### src/rtl/noc_pkg.sv
// Shared NoC definitions: default flit width, header field helpers and the
// network-interface transmitter state encoding.
package noc_pkg;

   localparam int NOC_FLIT_WIDTH = 16;

   typedef enum logic [1:0] {
      IDLE    = 2'd0,
      HEADER  = 2'd1,
      SIZE    = 2'd2,
      PAYLOAD = 2'd3
   } ni_tx_state_t;

   // Header flit = {source address, destination address}, each half a flit wide.
   function automatic logic [31:0] hdr_src(input logic [63:0] flit, input int fw);
      logic [63:0] w_mask;
      w_mask = (64'd1 << (fw / 2)) - 64'd1;
      return 32'((flit >> (fw / 2)) & w_mask);
   endfunction

   function automatic logic [31:0] hdr_dst(input logic [63:0] flit, input int fw);
      logic [63:0] w_mask;
      w_mask = (64'd1 << (fw / 2)) - 64'd1;
      return 32'(flit & w_mask);
   endfunction

endpackage

### src/rtl/noc_ni_tx.sv
// NoC network-interface transmitter: descriptor + payload stream in, credit-gated
// header/size/payload flits out. Optional counters under NI_TX_STATS_EN.
module noc_ni_tx
   import noc_pkg::*;
#(
   parameter int FLIT_WIDTH = NOC_FLIT_WIDTH,
   parameter int ADDRESS    = 0
) (
   input  logic                    clock,
   input  logic                    reset,
   output logic                    clock_tx,
   output logic                    tx,
   output logic [FLIT_WIDTH-1:0]   data_o,
   input  logic                    credit_i,
   input  logic                    pkt_valid,
   output logic                    pkt_ready,
   input  logic [FLIT_WIDTH/2-1:0] pkt_dst,
   input  logic [FLIT_WIDTH-1:0]   pkt_len,
   input  logic                    in_valid,
   output logic                    in_ready,
   input  logic [FLIT_WIDTH-1:0]   in_data,
   output logic                    pkt_done,
   output logic                    busy,
`ifdef NI_TX_STATS_EN
   output logic [31:0]             stat_pkts,
   output logic [31:0]             stat_stall,
`endif
   output ni_tx_state_t            dbg_state
);

   localparam int HALF = FLIT_WIDTH / 2;
   localparam logic [HALF-1:0] L_SRC = HALF'(ADDRESS);

   ni_tx_state_t            r_state;
   logic                    r_tx;
   logic [FLIT_WIDTH-1:0]   r_data;
   logic                    r_pkt_done;
   logic [FLIT_WIDTH-1:0]   r_len;
   logic [FLIT_WIDTH-1:0]   r_remaining;

   logic w_xfer;
   logic w_in_ready;
   logic w_in_hs;

   // Handshakes: a flit moves on tx && credit_i; a descriptor on pkt_valid && pkt_ready;
   // a payload word on in_valid && in_ready. All sampled at the rising clock edge.
   assign w_xfer     = r_tx && credit_i;
   // The first payload word may be taken on the same edge the size flit leaves.
   assign w_in_ready = ((r_state == PAYLOAD) && (r_remaining != '0) && (!r_tx || credit_i)) ||
                       ((r_state == SIZE) && (r_len != '0) && credit_i);
   assign w_in_hs    = in_valid && w_in_ready;

   assign clock_tx  = clock;
   assign tx        = r_tx;
   assign data_o    = r_data;
   assign pkt_done  = r_pkt_done;
   assign pkt_ready = (r_state == IDLE) && !reset;
   assign in_ready  = w_in_ready;
   assign busy      = (r_state != IDLE);
   assign dbg_state = r_state;

   always_ff @(posedge clock) begin
      if (reset) begin
         r_state     <= IDLE;
         r_tx        <= 1'b0;
         r_data      <= '0;
         r_pkt_done  <= 1'b0;
         r_len       <= '0;
         r_remaining <= '0;
      end else begin
         r_pkt_done <= 1'b0;
         case (r_state)
            IDLE: begin
               if (pkt_valid) begin
                  r_len   <= pkt_len;
                  r_data  <= {L_SRC, pkt_dst};
                  r_tx    <= 1'b1;
                  r_state <= HEADER;
               end
            end
            HEADER: begin
               if (w_xfer) begin
                  r_data  <= r_len;
                  r_state <= SIZE;
               end
            end
            SIZE: begin
               if (w_xfer) begin
                  if (r_len == '0) begin
                     r_tx       <= 1'b0;
                     r_pkt_done <= 1'b1;
                     r_state    <= IDLE;
                  end else begin
                     r_state <= PAYLOAD;
                     if (in_valid) begin
                        r_data      <= in_data;
                        r_tx        <= 1'b1;
                        r_remaining <= r_len - FLIT_WIDTH'(1);
                     end else begin
                        r_tx        <= 1'b0;
                        r_remaining <= r_len;
                     end
                  end
               end
            end
            PAYLOAD: begin
               if (w_in_hs) begin
                  r_data      <= in_data;
                  r_tx        <= 1'b1;
                  r_remaining <= r_remaining - FLIT_WIDTH'(1);
               end else if (w_xfer) begin
                  r_tx <= 1'b0;
                  if (r_remaining == '0) begin
                     r_pkt_done <= 1'b1;
                     r_state    <= IDLE;
                  end
               end
            end
            default: r_state <= IDLE;
         endcase
      end
   end

`ifdef NI_TX_STATS_EN
   logic [31:0] r_stat_pkts;
   logic [31:0] r_stat_stall;

   // Both counters stick at all-ones rather than wrapping.
   always_ff @(posedge clock) begin
      if (reset) begin
         r_stat_pkts  <= '0;
         r_stat_stall <= '0;
      end else begin
         if (r_pkt_done && (r_stat_pkts != '1)) begin
            r_stat_pkts <= r_stat_pkts + 32'd1;
         end
         if (r_tx && !credit_i && (r_stat_stall != '1)) begin
            r_stat_stall <= r_stat_stall + 32'd1;
         end
      end
   end

   assign stat_pkts  = r_stat_pkts;
   assign stat_stall = r_stat_stall;
`endif

endmodule

### config.mk
export PLATFORM = sky130hd
export DESIGN_NAME = noc_ni_tx
export DESIGN_NICKNAME = d
export VERILOG_FILES = /design/src/rtl/noc_pkg.sv /design/src/rtl/noc_ni_tx.sv
export SDC_FILE = /design/constraint.sdc
export NUM_CORES = 1
export LEC_CHECK = 0
export ABC_CLOCK_PERIOD_IN_PS = 6350
export CAP_MARGIN = 20
export CORE_UTILIZATION = 45
export CTS_CLUSTER_DIAMETER = 60
export DETAILED_ROUTE_END_ITERATION = 8
export GPL_ROUTABILITY_DRIVEN = 0
export MAX_ROUTING_LAYER = met4
export PLACE_DENSITY = 0.73
export RECOVER_POWER = 100
export SLEW_MARGIN = 10
export SYNTH_ARGS = -nofsm -noshare
export SYNTH_HDL_FRONTEND = slang
export SYNTH_SLANG_ARGS = --single-unit
### constraint.sdc
create_clock -name clock -period 6.35 [get_ports clock]
set_input_delay 1.27 -clock clock [delete_from_list [all_inputs] [get_ports clock]]
set_output_delay 1.27 -clock clock [all_outputs]
set_load 0.05 [all_outputs]
# [Word-level counts from Yosys, hierarchy flattened]
# Index checks and enable logic that the tools add are counted.
[word_totals] input_bits=45 rom_bits=0 latchBits=0 ram_bits=0 n_memories=0 reg_bits=52
[op_classes] magnitude_cmp=0 add_sub_neg=2 eq_ne=13 shift=0 bitwise=0 n_mux=33 div=0 reduce_logical=24 n_mul=0
[ops] operator="$mux W16" n=10
[ops] operator="$pmux W16 S4" n=1
[ops] operator="$logic_not A16 Y1" n=2
[ops] operator="$pmux W16 S2" n=1
[ops] operator="$reduce_bool A16 Y1" n=2
[ops] operator="$sub A16 B1 Y16 const B" n=2
[ops] operator="$ne A2 B2 Y1 const B" n=8
[ops] operator="$mux W2" n=7
[ops] operator="$reduce_and A6 Y1" n=2
[ops] operator="$mux W1" n=11
[ops] operator="$pmux W2 S4" n=1
[ops] operator="$reduce_and A4 Y1" n=2
[ops] operator="$logic_and A1 B1 Y1" n=7
[ops] operator="$eq A2 B2 Y1 const B" n=2
[ops] operator="$reduce_bool A2 Y1" n=2
[ops] operator="$ne A3 B3 Y1 const B" n=1
[ops] operator="$pmux W1 S3" n=1
[ops] operator="$reduce_bool A3 Y1" n=1
[ops] operator="$eq A2 B1 Y1 const B" n=1
[ops] operator="$logic_not A1 Y1" n=2
[ops] operator="$logic_not A2 Y1" n=1
[ops] operator="$logic_or A1 B1 Y1" n=2
[ops] operator="$ne A2 B1 Y1 const B" n=1
[ops] operator="$pmux W1 S2" n=1
[ops] operator="$reduce_and A2 Y1" n=1

# [Logic depth before layout (Yosys ltp)]
# Gate-level depths: netlist (run 1).
[depth] depth_word=7 ltp_mapped=10

==> results.ini, run 1 <==
[synth]
synth_top_cell_by_area=dfxtp_1
async_reset_ff_frac=0
synth.most_common_cell=nand2_1
ys_seq_area_frac=0.347
syn_nets=438
synth_top_area_share=0.347
yosys_most_used_dff=dfxtp_1
synth_edf_count=0
yosysWarnings=0
ys_types=56
syn_inst=391
syn_avg_cell_area_um2=7.66
synthTopCellsByArea=dfxtp_1 (35%), nand2_1 (7.0%), a21oi_1 (6.2%)
synth_common_cells=nand2_1 (56), dfxtp_1 (52), nor2_1 (46)
ys_seq_elements=52
netlist_area_mm2=0.00300

[grt]
grt_first_pass_wirelength_mm=13.2
antenna_found_initial=0
grt_overflow=0
first_global_vias=2785
grt_use_total=0.241
grt_max_degree=53

[timing]
slew_headroom=-0.524
finalHoldViolations=0
final.setup.worst_slack_ns=0.929
fin_skew_ns=0.00630
worst_pin_slew_ns=2.29
fin_tns_setup_ns=0
drv_slew=53
rsz0062_at_grt=no
setup_viol=0

[floorplan]
coreArea_mm2=0.00639
die_y_um=83.6
rows=29
die-width_um=83.6
ios=69
start_util=0.469
die_area_mm2=0.00699

[routing]
drc_errors=0
wire_per_inst_um=15.0
wl_mm=7.84
antenna_left=0
vias=2934
dr.pass1.iters=4
via_per_inst=5.63
drt-initial-drc-count=241

[worst_hold_path]
hold_class=reg2reg
hp-start=r_remaining[9]$_SDFFE_PP0P_

[setup_path]
cpMostUsedCell=clkbuf_8
cp.arrival_ns=4.15
critPathMaxFanout=2
r2r-start=dbg_state[1]$_SDFFE_PP0P_
crit_cells=3
cp-startpoint=clock
crit_buf_inv=3
reg2reg_depth=7
slowest_delay_ns=0.75
path_class=clk2out
worstPathCellList=clkbuf_8, clkbuf_8, dlygate4sd3_1
critPathCaptureType=primary output
cp-start-kind=clock port
rrSetupSlack_ns=1.33
required_ns=5.08
critPathSlowestCell=dlygate4sd3_1
crit_family=buffers and inverters
r2r_end=data_o[7]$_SDFFE_PP0P_
crit_end=clock_tx

[layout]
diodes=0
layoutNonFillerInstCount=521
fillers=610
synthToLayoutAreaGrowth_pct=24.8
finalNetCount=490
regArea_mm2=0.00104
multi_input_area_mm2=0.00174
design_area_mm2=0.00374
layout-drive-gt1-share=0.0495

[placement]
dp_slack_ns=1.23
dp.cells=510
port-buffer-count=68
placed_area_mm2=0.00364
hpwl_mm=5.58

[power]
clockPowerShare=0.312
p_sw_w=0.000316
p_sw_frac=0.357
comb_power_share=0.274
sequentialPowerShare=0.414
p_int_w=0.000568
vdd_drop_max_uv=300
total_power_w=0.000884
p_per_area_mw_per_mm2=236
leakagePower_nw=1.45

[clock_network]
clk_latency_ns=0.42
clk_pin_slew_worst_paths_ns=0.10
cts_tree=yes
cts_setup_buffers=0
hold_buffers=0
ctsResizeCount=0

[status]
status=complete, but fails checks
violations=capacitance limit, slew limit

[job]
maxCapViolations=1

[layer usage]
metal | up-vias | track usage | wire length (um)
met5 | - | - | 0
met4 | 0 | 0.102 | 128
met3 | 13 | 0.0475 | 464
met2 | 102 | 0.375 | 3740
met1 | 1334 | 0.304 | 3510
li1 | 1485 | - | -
[final cells by class]
type | instances | area share
Tap cell | 77 | 0.0258
Inverter | 9 | 0.00903
Clock inverter | 3 | 0.00635
Multi-Input combinational cell | 300 | 0.466
Sequential cell | 52 | 0.278
Timing Repair Buffer | 71 | 0.183
Clock buffer | 9 | 0.0321
[registers in the layout (all words and copies together) (netlist names)]
register	flops
data_o	16
r_len	16
r_remaining	16
dbg_state	2
pkt_done	1
tx	1
[power by group through the flow]
stage | combinational (W) | clock [W] | sequential (W)
2_1_floorplan | 0.000132 | 0.0000340 | 0.000410
3_3_place_gp | 0.000245 | 0.0000363 | 0.000373
3_5_place_dp | 0.000248 | 0.0000363 | 0.000374
4_1_cts | 0.000249 | 0.000285 | 0.000367
5_1_grt | 0.000263 | 0.000298 | 0.000370
6_report | 0.000242 | 0.000276 | 0.000366
[through the flow]
step,util,hold WS (ns)
final,0.586,0.488
after global placement,0.571,0.467
after floorplan,-,0.445
after detailed placement,0.571,0.471
after global routing,0.586,0.524
after CTS,0.592,0.484
[placed cells by master (no fill, tap or decap), drive strengths merged, types with 4 or more instances in the layout]
| cell | instances |
|---|---|
| nand3 | 6 |
| a21oi | 37 |
| clkdlybuf4s50 | 42 |
| dfxtp | 52 |
| o21ai | 30 |
| nor3 | 9 |
| nand2 | 56 |
| nor2 | 46 |
| clkbuf | 11 |
| o21a | 5 |
| o211ai | 8 |
| a31oi | 6 |
| a22oi | 6 |
| xor2 | 13 |
| a211oi | 10 |
| or2 | 4 |
| inv | 8 |
| dlygate4sd3 | 25 |
| nor4 | 6 |
| mux2i | 18 |
[tightest hold or removal path, cell delays in order, from the launching register on]
cell and delay (ns):
dfxtp_1 0.32, o21ai_0 0.07, a21oi_1 0.06
[cells by family (layout without fill, tap and decap cells)]
family	after synthesis	in the layout	synth area share
fa+ha+maj	2	2	0.00835
compound gates	112	112	0.234
xor+xnor	14	14	0.0409
flops	52	52	0.347
mux	18	18	0.0601
simple gates	154	154	0.247
buf+inv	39	92	0.0626
[worst min-delay path by stage]
stage	to	slack, ns	depth (start not counted)
after floorplan	r_remaining[9]$_SDFFE_PP0P_	0.44	2
after global placement	r_remaining[9]$_SDFFE_PP0P_	0.47	2
after detailed placement	r_remaining[9]$_SDFFE_PP0P_	0.47	2
after CTS	r_remaining[9]$_SDFFE_PP0P_	0.48	2
after global routing	r_remaining[6]$_SDFFE_PP0P_	0.52	2
final	r_remaining[9]$_SDFFE_PP0P_	0.49	2
Note: power is estimated with default switching activity, not from simulation.
==> run 2, diff against run 1 <==
Settings changed: ABC_AREA set to 1, CORE_MARGIN set to 2, PLACE_DENSITY 0.73 to 0.72.
==> results.ini, run 2 <==
[layout]
layout_common_cells=nand2_1 (127), nor2_1 (90), nand3_1 (52), dfxtp_1 (52), a21oi_1 (51)
diodes=0
fillers=719
layout_commonest_cell=nand2_1
final_util=0.576
synthToLayoutAreaGrowth_pct=25.4
layout-drive-gt1-share=0.0497
finalNetCount=629

[power]
p_per_area_mw_per_mm2=354
leakagePower_nw=1.83
vdd_drop_max_uv=253
total_power_w=0.00146

[setup_path]
path_class=clk2out
cp-start-kind=clock port
critPathMaxFanout=2
reg2reg_depth=9
rrSetupSlack_ns=1.58
critPathCaptureType=primary output
required_ns=5.08
cp.arrival_ns=4.15
r2r-start=dbg_state[1]$_SDFFE_PP0P_
r2r_end=r_remaining[10]$_SDFFE_PP0P_

[clock_network]
cts_tree=yes
ctsResizeCount=0
cts_setup_buffers=0
clk_latency_ns=0.42
hold_buffers=0
clk_pin_slew_worst_paths_ns=0.09

[timing]
slew_headroom=-0.274
rsz0062_at_grt=no
setup_viol=0
finalHoldViolations=0
worst_pin_slew_ns=1.91
fin_skew_ns=0.00466
drv_slew=60
fin_tns_setup_ns=0

[job]
maxCapViolations=1

[floorplan]
coreArea_mm2=0.00714
die_y_um=89.4
die-width_um=89.4
die_area_mm2=0.00799
rows=31
ios=69
start_util=0.460

[synth]
ys_types=34
ys_seq_area_frac=0.317
synth_top_area_share=0.317
syn_avg_cell_area_um2=6.20
yosysWarnings=0
yosys_most_used_dff=dfxtp_1
ys_seq_elements=52
syn_inst=529
synth_top_cell_by_area=dfxtp_1
synth_common_cells=nand2_1 (124), nor2_1 (90), dfxtp_1 (52), nand3_1 (52), a21oi_1 (51)
synth_edf_count=0
synth.most_common_cell=nand2_1
syn_nets=576
netlist_area_mm2=0.00328
async_reset_ff_frac=0
synthTopCellsByArea=dfxtp_1 (32%), nand2_1 (14%), nor2_1 (10%)

[grt]
grt_max_degree=60
grt_overflow=0
first_global_vias=3201
grt_use_total=0.240
antenna_found_initial=0
grt_first_pass_wirelength_mm=14.6

[status]
violations=capacitance limit, slew limit
status=complete, but fails checks

[routing]
antenna_left=0
via_per_inst=5.22
drt-initial-drc-count=145
dr.pass1.iters=4
wire_per_inst_um=13.4
drc_errors=0
vias=3562
wl_mm=9.17

[worst_hold_path]
hold_class=reg2reg
hp-start=data_o[5]$_SDFFE_PP0P_
holdPathEnd=data_o[5]$_SDFFE_PP0P_
hold_depth=2

[placement]
port-buffer-count=68
hpwl_mm=6.74

## run 2: cell count changes after synthesis, moves of 7 or more
cell | before | now
o21ai_0 | 29 | 36
mux2i_1 | 18 | 0
a211oi_1 | 10 | 0
nand3b_1 | 1 | 10
nor2_1 | 46 | 90
a221oi_1 | 1 | 8
nand3_1 | 6 | 52
nand2_1 | 56 | 124
o211ai_1 | 8 | 1
inv_1 | 8 | 34
xor2_1 | 13 | 4
buf_2 | 3 | 10
a21oi_1 | 37 | 51
## run 2: report_power, final
part           switching [W]  internal, W
logic               0.000456     0.000240
registers          0.0000515     0.000386
clock network       0.000148     0.000177
total               0.000655     0.000803
## run 2: worst max-delay path, cell delays in order
cell and delay [ns]:
clkbuf_8 0.11, clkbuf_8 0.11, dlygate4sd3_1 0.75
## run 2: cell families after synthesis
kind of cell             share of synthesized area
XOR/XNOR                                    0.0160
buffers and inverters                       0.0850
AO/OA/AOI/OAI                                0.184
adder cells (fa/ha/maj)                    0.00763
flip-flops                                   0.317
AND/OR/NAND/NOR                              0.390
## run 2: final cells by class
type | instances | area [um2] | area share
multi-input cells | 411 | 1950 | 0.474
clock inverters | 2 | 38.8 | 0.00943
clock buffers | 10 | 134 | 0.0325
inverters | 40 | 150 | 0.0365
flip-flops and latches | 52 | 1040 | 0.253
repair buffers | 68 | 678 | 0.165
well taps | 99 | 124 | 0.0301
## run 2: how the worst max path moves through the flow
stage / start / slack, ns / endpoint / depth (start not counted)
finish: clock / 0.93 / clock_tx / 3
global route: clock / 0.92 / clock_tx / 3
CTS: clock / 0.99 / clock_tx / 3
detailed placement: clock / 1.23 / clock_tx / 1
global placement: clock / 1.23 / clock_tx / 1
floorplan: clock / 1.74 / clock_tx / 1
## run 2: per-stage QoR
stage / setup WS, ns / hold WS, ns / cells / instance area [um2]
after global placement: 1.23 / 0.462 / 671 / 3960
final: 0.933 / 0.485 / 682 / 4110
after CTS: 0.990 / 0.496 / 682 / 4130
after floorplan: 1.74 / 0.452 / 529 / 3280
after detailed placement: 1.23 / 0.474 / 671 / 3960
after global routing: 0.917 / 0.510 / 682 / 4110
## run 2: layer usage
| metal | share of wire | global-route usage | vias up |
|---|---|---|---|
| li1 | - | - | 1842 |
| met1 | 0.46 | 0.313 | 1584 |
| met2 | 0.45 | 0.362 | 116 |
| met3 | 0.056 | 0.0425 | 20 |
| met4 | 0.036 | 0.106 | 0 |
| met5 | 0 | - | - |
==> variant 1 (flow settings as in run 2) <==
Add a define of `NI_TX_STATS_EN`.
--- a/src/rtl/noc_ni_tx.sv
+++ b/src/rtl/noc_ni_tx.sv
@@ -1,5 +1,7 @@
 // NoC network-interface transmitter: descriptor + payload stream in, credit-gated
 // header/size/payload flits out. Optional counters under NI_TX_STATS_EN.
+`define NI_TX_STATS_EN
+
 module noc_ni_tx
    import noc_pkg::*;
 #(
Function (old outputs only; new: stat_pkts and stat_stall): kept (equiv_simple and equiv_induct, registers matched by name and starting in step).
==> variant 1 against run 2 <==
  * The run still ends with capacitance limit, slew limit left
  * Setup slack worse by 0.020 ns
  * Sequential cell count rose by 64
  * Hold slack lost 0.011 ns
  * Count of clock-buffer cells in the layout grew 16
  * Largest power group is now the clock network
  * Non-clock buffer count rose by 67
  * Total power grew 91%
  * Via count grew 110%
  * Wire length increased by 120%
  * Final area rose by 120%
  * Area after synthesis increased by 120%
==> variant 1: results (changes against run 2) <==
routing usage on met3: 5.125% (was 4.247%)
largest net degree at the start of global routing: 63 (was 60)
setup slack after layout: 0.9121 ns (was 0.9326 ns)
VDD IR-drop max: 0.2012 mV (was 0.2532 mV)
Top delay family on crit path: buffers and inverters (unchanged)
LEAKAGE: 3.842 nW (was 1.830 nW)
# port buffers: 132 (was 68)
Critical Path AT: 4.17 ns (was 4.15 ns)
Worst-Skew Late Latency: 0.54 ns (was 0.42 ns)
global routing usage on met1: 32.45% (was 31.32%)
vias in the first global route: 6,946 (was 3,201)
initial drt markers: 608 (was 145)
dpl ws: 1.233 ns (unchanged)
PostCTS Resize Cnt: 0 (unchanged)
first-pass GRT wire length: 33.05 mm (was 14.56 mm)
Slew HR: -79.34% (was -27.40%)
Final HPWL DP: 14.41 mm (was 6.737 mm)
Vias: 7,636 (was 3,562)
Setup crit start: clock (unchanged)
post-synthesis sequential area ratio: 32.48% (was 31.73%)
syn nets: 1,202 (was 576)
Fill cells: 1,517 (was 719)
Post-synth top cells: nand2_1, nor2_1, dfxtp_1, a21oi_1, inv_1 (was nand2_1, nor2_1, dfxtp_1, nand3_1, a21oi_1)
Fin Clk Skew: 0.01099 ns (was 0.004662 ns)
placed instance area: 0.008529 mm² (was 0.003964 mm²)
synth unique cells: 35 (was 34)
synth warn: 0 (unchanged)
Worst Path Max Fanout: 2 (unchanged)
clock transition at the registers of the reported paths: 0.05 ns (was 0.09 ns)
layout cells sized above 1: 4.620% (was 4.974%)
DRT Pass-1 Iters: 6 (was 4)
Slew Limit Fails: 116 (was 60)
outcome: complete, but fails checks (unchanged)
max cap viols: 2 (was 1)
Avg WL per Cell: 13.55 µm (was 13.44 µm)
violated checks: capacitance limit, slew limit (unchanged)
antenna violations before repair: 0 (unchanged)
NumNets Final: 1,313 (was 629)
met2 GRT Util: 39.02% (was 36.16%)
postcts setup bufs: 0 (unchanged)
Hold Startpoint: data_o[14]$_SDFFE_PP0P_ (was data_o[5]$_SDFFE_PP0P_)
r2r startpoint: dbg_state[1]$_SDFFE_PP0P_ (unchanged)
CP max stage delay: 0.75 ns (about the same)
overall routing resource usage: 25.31% (was 23.97%)
slowest CP cell: dlygate4sd3_1 (unchanged)
Synth area leaders: dfxtp_1, nand2_1, nor2_1 (unchanged)
[variant 1: logic make-up after synthesis]
family	share of synthesized area, %
flops	32.48
buf+inv	8.505
simple gates	39.34
xor+xnor	6.003
fa+ha+maj	0.7001
compound gates	12.97
[variant 1: layer usage]
layer / share of wire, % / up-vias
met3: 5.9 / 36
met5: 0 / -
met2: 46 / 258
met1: 46 / 3408
met4: 2.6 / 0
li1: - / 3934
[variant 1: worst paths after layout]
kind,endpoint,slack [ns],depth (start not counted)
max,clock_tx,0.91,3
max reg2reg,r_remaining[10]$_SDFFE_PP0P_,2.64,10
min reg2reg,data_o[14]$_SDFFE_PP0P_,0.47,2
min,data_o[14]$_SDFFE_PP0P_,0.47,2
[variant 1: tightest hold or removal path, delay by kind of cell (launching register included)]
| kind | cells | cell delay, ns |
|---|---|---|
| compound gates | 1 | 0.04 |
| flops | 1 | 0.32 |
| simple gates | 1 | 0.08 |
[variant 1: final cells by class]
| class | count | area [µm²] | area share [%] |
|---|---|---|---|
| multi-input cells | 892 | 4197 | 45.56 |
| flip-flops and latches | 116 | 2322 | 25.21 |
| repair buffers | 135 | 1328 | 14.41 |
| clock buffers | 26 | 549.3 | 5.963 |
| inverters | 98 | 367.9 | 3.993 |
| well taps | 216 | 270.3 | 2.934 |
| clock inverters | 10 | 177.7 | 1.929 |
[variant 1: through the flow]
step / total power [mW] / std cells
after floorplan: 1.445 / 1153
after global placement: 1.641 / 1458
final: 2.779 / 1493
after CTS: 2.802 / 1493
after detailed placement: 1.647 / 1458
after global routing: 2.926 / 1493
[variant 1: where the power goes]
group	internal [mW]	switching (mW)	leakage, nW
registers	0.790	0.0534	0.943
logic	0.249	0.505	2.54
clock network	0.802	0.380	0.355
total	1.84	0.938	3.84
==> variant 2 (config.mk and constraints of run 2) <==
Without the edit above. Put one more register stage on the output `dbg_state`, without a reset. The value now appears one clock later. The other outputs are not delayed to match.
--- a/src/rtl/noc_ni_tx.sv
+++ b/src/rtl/noc_ni_tx.sv
@@ -57,7 +57,9 @@
    assign pkt_ready = (r_state == IDLE) && !reset;
    assign in_ready  = w_in_ready;
    assign busy      = (r_state != IDLE);
-   assign dbg_state = r_state;
+   always_ff @(posedge clock) begin
+      dbg_state <= r_state;
+   end
 
    always_ff @(posedge clock) begin
       if (reset) begin
Check against the original RTL: not equivalent (a bounded check fails within 4 cycles, from zero or initial values and one cycle with reset high).
==> variant 2 against run 2 <==
  * Hold slack got worse by 0.059 ns
  * Area after synthesis increased by 2.4%
  * Setup slack improved by 0.0043 ns
  * Total power decreased by 16%
  * Sequential cell count increased by 2
  * Final area increased by 0.21%
  * Wire length increased by 2.1%
  * First-iteration DRC count increased by 92%
  * Critical endpoint unchanged
  * Highest routed layer unchanged
==> variant 2: results (changes against run 2) <==
layout cells sized above 1: 5.336% (was 4.974%)
Vias: 3,654 (was 3,562)
Fill cells: 738 (was 719)
LEAKAGE: 1.849 nW (was 1.830 nW)
Final clock-cell share: 3.672% (was 4.197%)
Area Overhead vs Synth: 22.67% (was 25.40%)
non-clk buf share: 16.45% (was 16.48%)
comb_multi_in: 406 (was 411)
Fin Clk Skew: 0.008534 ns (was 0.004662 ns)
syn nets: 572 (was 576)
largest net degree at the start of global routing: 51 (was 60)
NumNets Final: 627 (was 629)
multi-input combinational area share: 46.92% (was 47.35%)
dpl cells: 669 (was 671)
Synth Register Bits: 54 (was 52)
ys async rst share: 0% (unchanged)
VDD IR-drop max: 0.2131 mV (was 0.2532 mV)
multi-input logic area: 0.001934 mm² (was 0.001948 mm²)
vias in the first global route: 3,515 (was 3,201)
Synth Instances: 525 (was 529)
sequential cell area share: 26.22% (was 25.30%)
post-synthesis sequential area ratio: 32.17% (was 31.73%)
Synth area leaders: dfxtp_1, nand2_1, nor2_1 (unchanged)
fin cells: 680 (was 682)
Worst Path Max Fanout: 2 (unchanged)
bufs w/o clock: 68 (unchanged)
Non-clock inverters: 41 (was 40)
sw frac: 43.29% (was 44.91%)
overall routing resource usage: 24.37% (was 23.97%)
Post-synth top cells: nand2_1, nor2_1, dfxtp_1, a21oi_1, o21ai_0 (was nand2_1, nor2_1, dfxtp_1, nand3_1, a21oi_1)
initial drt markers: 278 (was 145)
dpl ws: 1.233 ns (unchanged)
outcome: completed (was complete, but fails checks)
Final HPWL DP: 6.800 mm (was 6.737 mm)
DRT Pass-1 Iters: 5 (was 4)
clock transition at the registers of the reported paths: 0.11 ns (was 0.09 ns)
first-pass GRT wire length: 15.99 mm (was 14.56 mm)
slowest CP cell: dlygate4sd3_1 (unchanged)
Avg WL per Cell: 13.76 µm (was 13.44 µm)
placed instance area: 0.004024 mm² (was 0.003964 mm²)
Worst-Margin Slew: 1.023 ns (was 1.906 ns)
Worst-Skew Late Latency: 0.43 ns
==> variant 2: cell count changes in the layout (fill, tap and decap cells not counted), sizes merged, moves of 3 or more <==
| cell | delta |
|---|---|
| a21oi | -11 |
| nand3b | +3 |
| o21ai | +6 |
| nor3 | +3 |
| nand3 | -20 |
| nor2 | +12 |
| a22oi | +4 |
==> variant 2: final timing paths <==
kind	start	to	slack, ns	cells past startpoint
setup / recovery	clock	clock_tx	0.94	3
hold / removal	r_state[0]$_SDFFE_PP0P_	dbg_state[0]$_DFF_P_	0.43	0
setup reg to reg	r_state[1]$_SDFFE_PP0P_	r_remaining[11]$_SDFFE_PP0P_	2.37	9
hold reg to reg	r_state[0]$_SDFFE_PP0P_	dbg_state[0]$_DFF_P_	0.43	0
==> variant 2: metal layers <==
metal,GRT usage (%),share of wire [%],wire (µm)
met5,-,0,0
met4,9.872,2.1,193
met3,3.422,4.0,378
met2,39.72,49,4576
met1,30.56,45,4211
==> variant 2: logic make-up (layout without fill, tap and decap cells) <==
logic type                 count (synthesis)  after routing  share of synthesized area, %
DFF                                       54             54                         32.17
buffers and inverters                     65            121                         9.009
xor gates and xnor gates                   6              6                         1.564
AOI/OAI and AO/OA                        104            104                         17.20
and+or+nand+nor                          294            294                         39.31
adders and majority gates                  2              2                        0.7445
==> variant 2: power groups by stage <==
stage | clock (mW) | combinational (mW) | sequential (mW)
after global routing | 0.314 | 0.560 | 0.428
after global placement | 0.0363 | 0.515 | 0.430
after floorplan | 0.0340 | 0.288 | 0.521
after detailed placement | 0.0363 | 0.521 | 0.431
final | 0.298 | 0.510 | 0.422
after CTS | 0.304 | 0.523 | 0.424
